### src/rtl/serial_add_ctrl.sv
// Bit-serial add/subtract controller.
// It sequences one FA1 full-adder cell LSB-first through a carry flip-flop,
// and reports the sum, the carry-out and the signed overflow through a
// start/busy/done handshake.

// 1-bit full-adder cell shared by the serial datapath.
module FA1 (
    input  logic A,
    input  logic B,
    input  logic ci,
    output logic s,
    output logic co
);
    assign s  = A ^ B ^ ci;
    assign co = (A & B) | (ci & (A ^ B));
endmodule

module serial_add_ctrl #(
    parameter int WIDTH = 8
) (
    input  logic             clk,
    input  logic             rst,
    input  logic             start,
    input  logic             sub,
    input  logic [WIDTH-1:0] a,
    input  logic [WIDTH-1:0] b,
    output logic             busy,
    output logic             done,
    output logic [WIDTH-1:0] sum,
    output logic             cout,
    output logic             ovf
);
    localparam int CW = $clog2(WIDTH);

    typedef enum logic [1:0] {
        IDLE = 2'd0,
        RUN  = 2'd1,
        DONE = 2'd2
    } state_t;

    state_t           state_q, state_d;
    logic [WIDTH-1:0] opa_q, opa_d;
    logic [WIDTH-1:0] opb_q, opb_d;
    // Holds the WIDTH-1 result bits produced so far; the last bit comes
    // straight from the adder on the final edge.
    logic [WIDTH-2:0] res_q, res_d;
    logic             carry_q, carry_d;
    logic [CW-1:0]    cnt_q, cnt_d;
    logic [WIDTH-1:0] sum_q, sum_d;
    logic             cout_q, cout_d;
    logic             ovf_q, ovf_d;

    logic             fa_s;
    logic             fa_co;
    logic [WIDTH-1:0] shifted;
    logic             last_bit;

    FA1 u_fa (
        .A  (opa_q[0]),
        .B  (opb_q[0]),
        .ci (carry_q),
        .s  (fa_s),
        .co (fa_co)
    );

    assign shifted  = {fa_s, res_q};
    assign last_bit = (cnt_q == CW'(WIDTH - 1));

    // Next-state and datapath update logic.
    always_comb begin
        state_d = state_q;
        opa_d   = opa_q;
        opb_d   = opb_q;
        res_d   = res_q;
        carry_d = carry_q;
        cnt_d   = cnt_q;
        sum_d   = sum_q;
        cout_d  = cout_q;
        ovf_d   = ovf_q;

        unique case (state_q)
            IDLE: begin
                if (start) begin
                    opa_d   = a;
                    opb_d   = sub ? ~b : b;
                    carry_d = sub;
                    cnt_d   = '0;
                    res_d   = '0;
                    state_d = RUN;
                end
            end
            RUN: begin
                res_d   = shifted[WIDTH-1:1];
                opa_d   = {1'b0, opa_q[WIDTH-1:1]};
                opb_d   = {1'b0, opb_q[WIDTH-1:1]};
                carry_d = fa_co;
                cnt_d   = cnt_q + CW'(1);
                if (last_bit) begin
                    sum_d   = shifted;
                    cout_d  = fa_co;
                    ovf_d   = carry_q ^ fa_co;
                    state_d = DONE;
                end
            end
            DONE: begin
                state_d = IDLE;
            end
            default: begin
                state_d = IDLE;
            end
        endcase
    end

    // State and datapath registers with synchronous reset.
    always_ff @(posedge clk) begin
        if (rst) begin
            state_q <= IDLE;
            opa_q   <= '0;
            opb_q   <= '0;
            res_q   <= '0;
            carry_q <= 1'b0;
            cnt_q   <= '0;
            sum_q   <= '0;
            cout_q  <= 1'b0;
            ovf_q   <= 1'b0;
        end else begin
            state_q <= state_d;
            opa_q   <= opa_d;
            opb_q   <= opb_d;
            res_q   <= res_d;
            carry_q <= carry_d;
            cnt_q   <= cnt_d;
            sum_q   <= sum_d;
            cout_q  <= cout_d;
            ovf_q   <= ovf_d;
        end
    end

    assign busy = (state_q == RUN);
    assign done = (state_q == DONE);
    assign sum  = sum_q;
    assign cout = cout_q;
    assign ovf  = ovf_q;
endmodule
### config.mk
export PLATFORM = sky130hd
export DESIGN_NAME = serial_add_ctrl
export DESIGN_NICKNAME = d
export VERILOG_FILES = /design/src/rtl/serial_add_ctrl.sv
export SDC_FILE = /design/constraint.sdc
export NUM_CORES = 1
export LEC_CHECK = 0
export CAP_MARGIN = 0
export CORE_MARGIN = 2
export CORE_UTILIZATION = 47
export DETAILED_ROUTE_END_ITERATION = 10
export PLACE_DENSITY = 0.85
export SYNTH_ARGS = -nofsm -noshare
export SYNTH_HDL_FRONTEND = slang
export SYNTH_SLANG_ARGS = --single-unit
export TNS_END_PERCENT = 30
### constraint.sdc
create_clock -name clk -period 3.19 [get_ports clk]
set_input_delay 0.319 -clock clk [delete_from_list [all_inputs] [get_ports clk]]
set_output_delay 0.319 -clock clk [all_outputs]
set_load 0.005 [all_outputs]
==> results of run 1 <==
-- sequential cells by signal, summed over array words and instances (netlist names) --
signal and count:
opb_q 8, cnt_q 3, cout 1, state_q 2, carry_q 1, opa_q 8
res_q 7, sum 8, ovf 1
-- power groups by stage --
stage          logic, mW  clock network, mW  registers, mW
2_1_floorplan     0.0900                  0          0.529
3_3_place_gp       0.119                  0          0.535
3_5_place_dp       0.121                  0          0.536
4_1_cts            0.122              0.432          0.525
5_1_grt            0.135              0.456          0.529
6_report           0.120              0.424          0.525
-- worst max-delay path: stages (launching register included) --
cell             delay, ns
dfxtp_1               0.79
nor2b_1               0.21
buf_4                 0.22
clkdlybuf4s50_1       0.54
-- through the flow --
stage / area, µm² / std cells / hold slack (ns) / setup slack [ns]
after floorplan: 1724 / 190 / 0.4315 / 1.918
after global placement: 2028 / 255 / 0.4432 / 1.169
after detailed placement: 2028 / 255 / 0.4468 / 1.123
after CTS: 2146 / 263 / 0.4548 / 0.8017
after global routing: 2146 / 263 / 0.4739 / 0.6201
final: 2146 / 263 / 0.4497 / 0.8151
-- cells in the mapped netlist, drive strengths merged (2+ instances only) --
| master | count |
|---|---|
| a22oi | 17 |
| xnor2 | 8 |
| nor2 | 20 |
| clkbuf | 5 |
| a211oi | 2 |
| or3b | 8 |
| dfxtp | 39 |
| nor2b | 3 |
| buf | 11 |
| o22ai | 8 |
| nand2b | 8 |
| nor3 | 9 |
| a21oi | 17 |
| nand2 | 21 |
| ha | 2 |
-- layer usage --
metal  up-vias  wire length [µm]
li1        709                 -
met1       641              1464
met2        26              1412
met3         6               141
met4         0                59
met5         -                 0
-- logic make-up (layout without fill, tap and decap cells) --
logic type / Yosys count / count (layout) / share of synthesized area, %
simple gates: 73 / 73 / 21.26
compound gates: 48 / 48 / 20.68
flops: 39 / 39 / 45.28
buf+inv: 17 / 42 / 4.934
xor+xnor: 9 / 9 / 4.572
fa+ha+maj: 3 / 3 / 2.612
mux: 1 / 1 / 0.6531
-- final timing paths --
kind                                         startpoint               endpoint  slack [ns]  cells after the start
worst max register to register  state_q[0]$_SDFFE_PP0P_  opb_q[6]$_SDFFE_PP0P_        1.54                      3
worst min register to register    res_q[0]$_SDFFE_PP0P_    sum[0]$_SDFFE_PP0P_        0.45                      2
worst min-delay path              res_q[0]$_SDFFE_PP0P_    sum[0]$_SDFFE_PP0P_        0.45                      2
worst max-delay path            state_q[0]$_SDFFE_PP0P_                   busy        0.82                      3
-- layout make-up --
type,count,area [µm²],share of cell area [%]
clock buffer,6,82.58,3.848
clock inverter,2,35.03,1.633
inverter,1,3.754,0.1749
multi-input combinational,134,858.3,40.00
sequential,39,780.7,36.38
tap,48,60.06,2.799
timing repair buffer,33,325.3,15.16
==> metrics.md, run 1 <==
| Metric | Value |
|---|---|
| P_int | `0.8270 mW` |
| Status | `complete, no violations` |
| Worst Hold Class | `flop to flop` |
| ANT nets after route | `0` |
| Post-CTS Setup Inserts | `0` |
| Commonest non-fill, non-tap cells in the layout | `dfxtp_1, clkdlybuf4s50_1, nand2_1` |
| Vias in the first global route | `about 1.3k` |
| Reg power frac | `about half` |
| Total GRT Usage | `around 17%` |
| Initial core utilization | `a little under half` |
| Min Tclk post-route | `between 2 and 2.5 ns` |
| Crit path DAT | `2.06 ns` |
| CP required | `between 2 and 3 ns` |
| Count of pins over their slew limit | `0` |
| Power per cell area | `between 400 and 500 nW/µm²` |
| Post-Syn Area | `between 1500 and 2000 µm²` |
| Async SR Flop Fraction | `0%` |
| Hpwl dp | `~2.1 mm` |
| Mapped Nets | `roughly 210` |
| Slew @ Worst Pin | `0.7115 ns` |
| Share of cells above drive strength 1 | `under 10%` |
| Switching share of power | `a little under a quarter` |
| Cells after Synth | `190` |
| Logic pwr share | `roughly 11%` |
| Die Area | `approximately 4200 µm²` |
| Fin util | `approximately three fifths` |
| Met2 usage | `between 20% and 30%` |
| Area grow syn2layout | `24.46%` |
| Clk buf depth | `2` |
| CTS tree | `built` |
| Gpl congestion | `0.7180` |
| Clk pwr share | `between 30% and 40%` |
| Mapped Avg Cell Area | `between 9 and 10 µm²` |
| Period utilization | `between 70% and 80%` |
| Die width | `64.57 µm` |
| IO buf count | `31` |
| Met1 usage | `a little over a fifth` |
| DR WL/cell | `about 12 µm` |
| H-Tree Depth | `2` |
| Vias | `approximately 1.4k` |
| Initial antenna violation count | `0` |
| Worst vdd ir | `about 300 µV` |
| NetSw | `~0.24 mW` |
| CTS buffer count | `5` |
| Hold_buf cts | `0` |
| Clk root buf | `clkbuf_8` |
| Max frequency | `roughly 0.42 GHz` |
| Most common cell after layout, fill and taps aside | `dfxtp_1` |
| Final #Nets | `roughly 240` |
| Worst Setup Start Kind | `flop` |
| GR Overflow Total | `0` |
| Setup-failing EPs final | `0` |
| Core box area | `3606 µm²` |
| WS Path Type | `flop to primary output` |
| Pin count of the biggest net entering global routing | `40` |
| EDFF count, synth | `0` |
| DRT Wirelength | `roughly 3.1 mm` |
| First-pass GRT wire length | `5.499 mm` |
| Ports | `32` |
| Met3 usage | `around 6%` |
| Ant diodes | `0` |
| Area leader, netlist | `dfxtp_1` |
| Slew Limit Headroom | `52.50%` |
| Die Height | `~65 µm` |
| Vias per cell | `approximately 5.3` |
| Number of max-cap violations | `0` |
| Post-synth cell types | `31` |
| Detailed Routing Iterations Pass 1 | `4` |
| Most Crowded Layer GR | `met2` |
| RSZ-0062 raised after global routing | `no` |
| Clock skew | `between 0.006 and 0.007 ns` |
| Post-CTS Resized | `0` |
| Post-synth top flop | `dfxtp_1` |
| #FFs+latches synth | `39` |
| Insertion delay to the later sink of the worst-skew pair | `~0.30 ns` |
| Fillers | `320` |
| CP Max Fanout | `25` |
| Lkg Pwr | `~0.76 nW` |
| Overall power | `1.070 mW` |
| Clock-pin slew on the worst setup and hold paths | `around 0.08 ns` |
| Synth warn | `0` |
| Sinks on the clock net | `39` |
| Post-synth top area share | `between 40% and 50%` |
| Area contributors post-synth | `dfxtp_1, a22oi_1, o22ai_2` |
| Sequential share of the synthesized area | `a little under half` |
| # rows | `22` |
| Setup_tns | `0 ns` |
| Crit end category | `primary output` |
| Final hold vios | `0` |
| DRT iter0 DRCs | `82` |
| DRC | `0` |
Power figures use the tool's default switching activity.
==> run 2: changes to the inputs <==
- clock period: 3.19 -> 2.25 ns (I/O delays scaled with it)
==> run 2 against run 1 <==
Effect of this change: non-clock buffer count up 3; final area down 0.35%; die area did not move; via count is essentially flat; utilization decreased by 0.21 points; hold slack improved by 0.0026 ns; wire length rose by 3.8%; sequential power increased by 41%; final cell count is 0.76% higher; setup slack got worse by 0.34 ns; critical path depth fell by 1; largest power group unchanged; highest routed layer unchanged.
==> metrics.md, run 2 (synthesized netlist as in run 1, its figures left out) <==
| Metric | Value |
|---|---|
| Status | `complete, no violations` |
| CP required | `approximately 2.0 ns` |
| Total GRT Usage | `17.26%` |
| H-Tree Depth | `2` |
| Crit path DAT | `roughly 1.6 ns` |
| Most common cell after layout, fill and taps aside | `dfxtp_1` |
| Insertion delay to the later sink of the worst-skew pair | `~0.29 ns` |
| Clk root buf | `clkbuf_8` |
| Post-CTS Resized | `0` |
| Hold_buf cts | `0` |
| Die Height | `about 65 µm` |
| Footprint of the multi-input gates | `between 800 and 900 µm²` |
| # rows | `22` |
| Worst vdd ir | `approximately 270 µV` |
| Gpl congestion | `0.7616` |
| Min Tclk post-route | `roughly 1.8 ns` |
| Vias | `between 1k and 1.5k` |
| Vias per cell | `between 5 and 6` |
| First-pass GRT wire length | `between 5 and 6 mm` |
| Share of cells above drive strength 1 | `10.60%` |
| Hold_ws | `0.4524 ns` |
| WS Path Type | `flop to primary output` |
| Detailed Routing Iterations Pass 1 | `4` |
| Ant diodes | `0` |
| Power per cell area | `649.8 nW/µm²` |
| Sinks on the clock net | `39` |
| DRT iter0 DRCs | `124` |
| Fillers | `around 320` |
| Max frequency | `0.5628 GHz` |
| Lkg Pwr | `~0.76 nW` |
| Setup_tns | `0 ns` |
| DRT Wirelength | `3.194 mm` |
| Clk buf depth | `2` |
| Worst Setup Start Kind | `flop` |
| Number of max-cap violations | `0` |
| Core box area | `3606 µm²` |
| IO buf count | `31` |
| Post-route setup slack | `approximately 0.47 ns` |
| Die width | `about 65 µm` |
| Pin count of the biggest net entering global routing | `40` |
| DRC | `0` |
| Worst Hold Class | `flop to flop` |
| Commonest non-fill, non-tap cells in the layout | `dfxtp_1, clkdlybuf4s50_1, nand2_1` |
| Register area | `between 700 and 800 µm²` |
| Setup-failing EPs final | `0` |
| Crit end category | `primary output` |
| Hpwl dp | `~2.2 mm` |
| DR WL/cell | `12.05 µm` |
| Overall power | `between 1 and 1.5 mW` |
| Ports | `32` |
| DP Worst Slack | `around 0.45 ns` |
| Slew Limit Headroom | `approximately 70%` |
| Post-CTS Setup Inserts | `0` |
| Final hold vios | `0` |
| Vias in the first global route | `between 1k and 1.5k` |
| CTS buffer count | `5` |
| Initial core utilization | `between 40% and 50%` |
| Initial antenna violation count | `0` |
| Count of pins over their slew limit | `0` |
| RSZ-0062 raised after global routing | `no` |
| GR Overflow Total | `0` |
| Fin util | `59.30%` |
| Clock-pin slew on the worst setup and hold paths | `0.07 ns` |
| CP Max Fanout | `13` |
| Die Area | `~4200 µm²` |
| Area grow syn2layout | `24.02%` |
| Clock skew | `0.006072 ns` |
| Period utilization | `approximately four fifths` |
| ANT nets after route | `0` |
| CTS tree | `built` |
| Slew @ Worst Pin | `between 0.4 and 0.5 ns` |
| Final #Nets | `240` |
[run 2: changes by cell type in the layout (fill, tap and decap cells not counted), sizes merged]
cell	change
bufinv	-1
buf	+3
[run 2: per-layer routing]
metal  GRT usage [%]  wire (µm)  vias to the layer above
li1                -          -                      712
met1           21.00       1488                      638
met2           28.39       1546                       26
met3           4.167        108                        5
met4           8.777         51                        0
met5               0          0                        -
[run 2: metrics by stage]
stage	area, µm²	cells
floorplan	1724	190
global placement	2051	258
detailed placement	2051	258
CTS	2138	265
global route	2138	265
finish	2138	265
[run 2: cell type report]
class	instances	share of cell area [%]
clock buffer	6	3.862
clock inverter	1	0.2341
inverter	1	0.1755
multi-input combinational	134	40.14
sequential	39	36.51
tap	48	2.809
timing repair buffer	36	16.27
[run 2: worst paths after layout]
check | start | to | slack [ns] | cells past startpoint
max | state_q[1]$_SDFFE_PP0P_ | done | 0.47 | 2
min | sum[4]$_SDFFE_PP0P_ | sum[4]$_SDFFE_PP0P_ | 0.45 | 2
max reg2reg | state_q[0]$_SDFFE_PP0P_ | opb_q[4]$_SDFFE_PP0P_ | 0.72 | 4
min reg2reg | sum[4]$_SDFFE_PP0P_ | sum[4]$_SDFFE_PP0P_ | 0.45 | 2
[run 2: worst max-delay path: stages (launching register included)]
cell             delay (ns)
dfxtp_1                0.58
nor2b_1                0.18
clkdlybuf4s50_1        0.50
[run 2: power by group]
part,switching [mW],internal (mW)
Sequential,0.0189,0.720
Combinational,0.0871,0.0970
Clock,0.226,0.240
==> run 3: changes to the inputs <==
- clock period: 2.25 -> 1.8 ns (I/O delays scaled with it)
==> run 3 against run 2 <==
Effect of this change: final cell count up 1.5%; wire length down 0.63%; critical path type unchanged; largest cell class unchanged; sequential power up 25%; largest power group unchanged.
==> metrics.md, run 3 (synthesized netlist as in run 1, its figures left out) <==
| Metric | Value |
|---|---|
| Die Area | `about 4200 µm²` |
| Vias | `about 1.4k` |
| DRT Wirelength | `between 3 and 4 mm` |
| Number of max-cap violations | `0` |
| CP Max Fanout | `12` |
| FF-to-FF setup slack | `0.32 ns` |
| Share of cells above drive strength 1 | `roughly an eighth` |
| GR Overflow Total | `0` |
| Clock skew | `0.005765 ns` |
| Clk root buf | `clkbuf_8` |
| Setup-failing EPs final | `0` |
| Insertion delay to the later sink of the worst-skew pair | `between 0.2 and 0.3 ns` |
| Slew @ Worst Pin | `~0.64 ns` |
| Max frequency | `a little under 0.6 GHz` |
| Die Height | `roughly 65 µm` |
| # rows | `22` |
| Die width | `between 60 and 70 µm` |
| Ports | `32` |
| Slew Limit Headroom | `between 50% and 60%` |
| Clk buf depth | `2` |
| Setup_tns | `0 ns` |
| Clk pwr share | `39.1%` |
| Worst Hold Class | `flop to flop` |
| Count of pins over their slew limit | `0` |
| Hold_buf cts | `0` |
| Power per cell area | `~870 nW/µm²` |
| Final hold vios | `0` |
| Worst Setup Start Kind | `flop` |
| Hpwl dp | `~2.1 mm` |
| CTS tree | `built` |
| Crit end category | `primary output` |
| Commonest non-fill, non-tap cells in the layout | `dfxtp_1, clkdlybuf4s50_1, nand2_1` |
| WS Path Type | `flop to primary output` |
| Period utilization | `between 90% and 100%` |
| DRC | `0` |
| P_int | `1.474 mW` |
| Initial antenna violation count | `0` |
| Final instance area | `between 2000 and 2500 µm²` |
| Area after DPL | `2073 µm²` |
| Pin count of the biggest net entering global routing | `40` |
| ANT nets after route | `0` |
| CTS buffer count | `5` |
| CP required | `around 1.6 ns` |
| Most common cell after layout, fill and taps aside | `dfxtp_1` |
| Lkg Pwr | `0.7936 nW` |
| Crit path DAT | `about 1.5 ns` |
| Area grow syn2layout | `27.14%` |
| IO buf count | `31` |
| DR WL/cell | `about 12 µm` |
| Core box area | `around 3600 µm²` |
| Total GRT Usage | `about 18%` |
| Post-CTS Resized | `1` |
| RSZ-0062 raised after global routing | `no` |
| Min Tclk post-route | `approximately 1.7 ns` |
| Reg power frac | `about half` |
| Sinks on the clock net | `39` |
| Logic pwr share | `between 10 and 15%` |
| Final #Nets | `roughly 240` |
| Switching share of power | `22.46%` |
| Fillers | `331` |
| Status | `complete, no violations` |
| Ant diodes | `0` |
| Vias in the first global route | `around 1.3k` |
| Initial core utilization | `a little under half` |
| Post-CTS Setup Inserts | `0` |
| First-pass GRT wire length | `5.644 mm` |
| Gpl congestion | `roughly 0.74` |
| Clock-pin slew on the worst setup and hold paths | `~0.070 ns` |
| NetSw | `0.4271 mW` |
| DRT iter0 DRCs | `66` |
| Vias per cell | `5.230` |
| Detailed Routing Iterations Pass 1 | `4` |
| Worst vdd ir | `529.5 µV` |
| H-Tree Depth | `2` |
## run 3: cell types whose count changed in the layout (fill, tap and decap cells not counted)
cell | before | now
buf_4 | 5 | 8
bufinv_16 | 0 | 1
dfxtp_1 | 39 | 38
dfxtp_2 | 0 | 1
## run 3: worst max-delay path: stages (launching register included)
cell and delay [ns]:
dfxtp_2 0.44, nor2b_1 0.24, clkdlybuf4s50_1 0.53
## run 3: per-stage QoR
step	cells	utilization (%)	power (mW)	hold WS [ns]	worst slack (ns)
final	269	60.79	1.901	0.4557	0.1154
after global routing	269	60.79	1.993	0.4679	0.03548
after CTS	269	60.79	1.920	0.4578	0.08700
after global placement	261	57.49	1.170	0.4439	0.07709
after floorplan	190	-	1.097	0.3400	0.5277
after detailed placement	261	57.49	1.176	0.4475	0.01771
## run 3: final timing paths
check | from | cells past startpoint | to
max | state_q[0]$_SDFFE_PP0P_ | 2 | busy
max reg2reg | cnt_q[0]$_SDFFE_PP0P_ | 5 | ovf$_SDFFE_PP0P_
min | sum[5]$_SDFFE_PP0P_ | 2 | sum[5]$_SDFFE_PP0P_
min reg2reg | sum[5]$_SDFFE_PP0P_ | 2 | sum[5]$_SDFFE_PP0P_
## run 3: final cells by class
type	instances	area [µm²]	area share [%]
Inverter	1	3.754	0.1712
Multi-Input combinational cell	134	858.3	39.16
Sequential cell	39	782.0	35.67
Clock inverter	2	35.03	1.598
Timing Repair Buffer	39	370.4	16.89
Clock buffer	6	82.58	3.767
Tap cell	48	60.06	2.740
## run 3: per-layer routing
layer | share of wire (%) | track usage, %
met5 | 0 | 0
met4 | 1.5 | 8.511
met3 | 4.7 | 6.597
met2 | 48 | 28.91
met1 | 46 | 20.26
## run 3: power groups by stage
| stage | combinational [mW] | sequential (mW) | clock (mW) |
|---|---|---|---|
| global placement | 0.225 | 0.945 | 0 |
| finish | 0.230 | 0.927 | 0.744 |
| floorplan | 0.159 | 0.937 | 0 |
| CTS | 0.232 | 0.927 | 0.761 |
| detailed placement | 0.230 | 0.946 | 0 |
| global route | 0.255 | 0.931 | 0.807 |
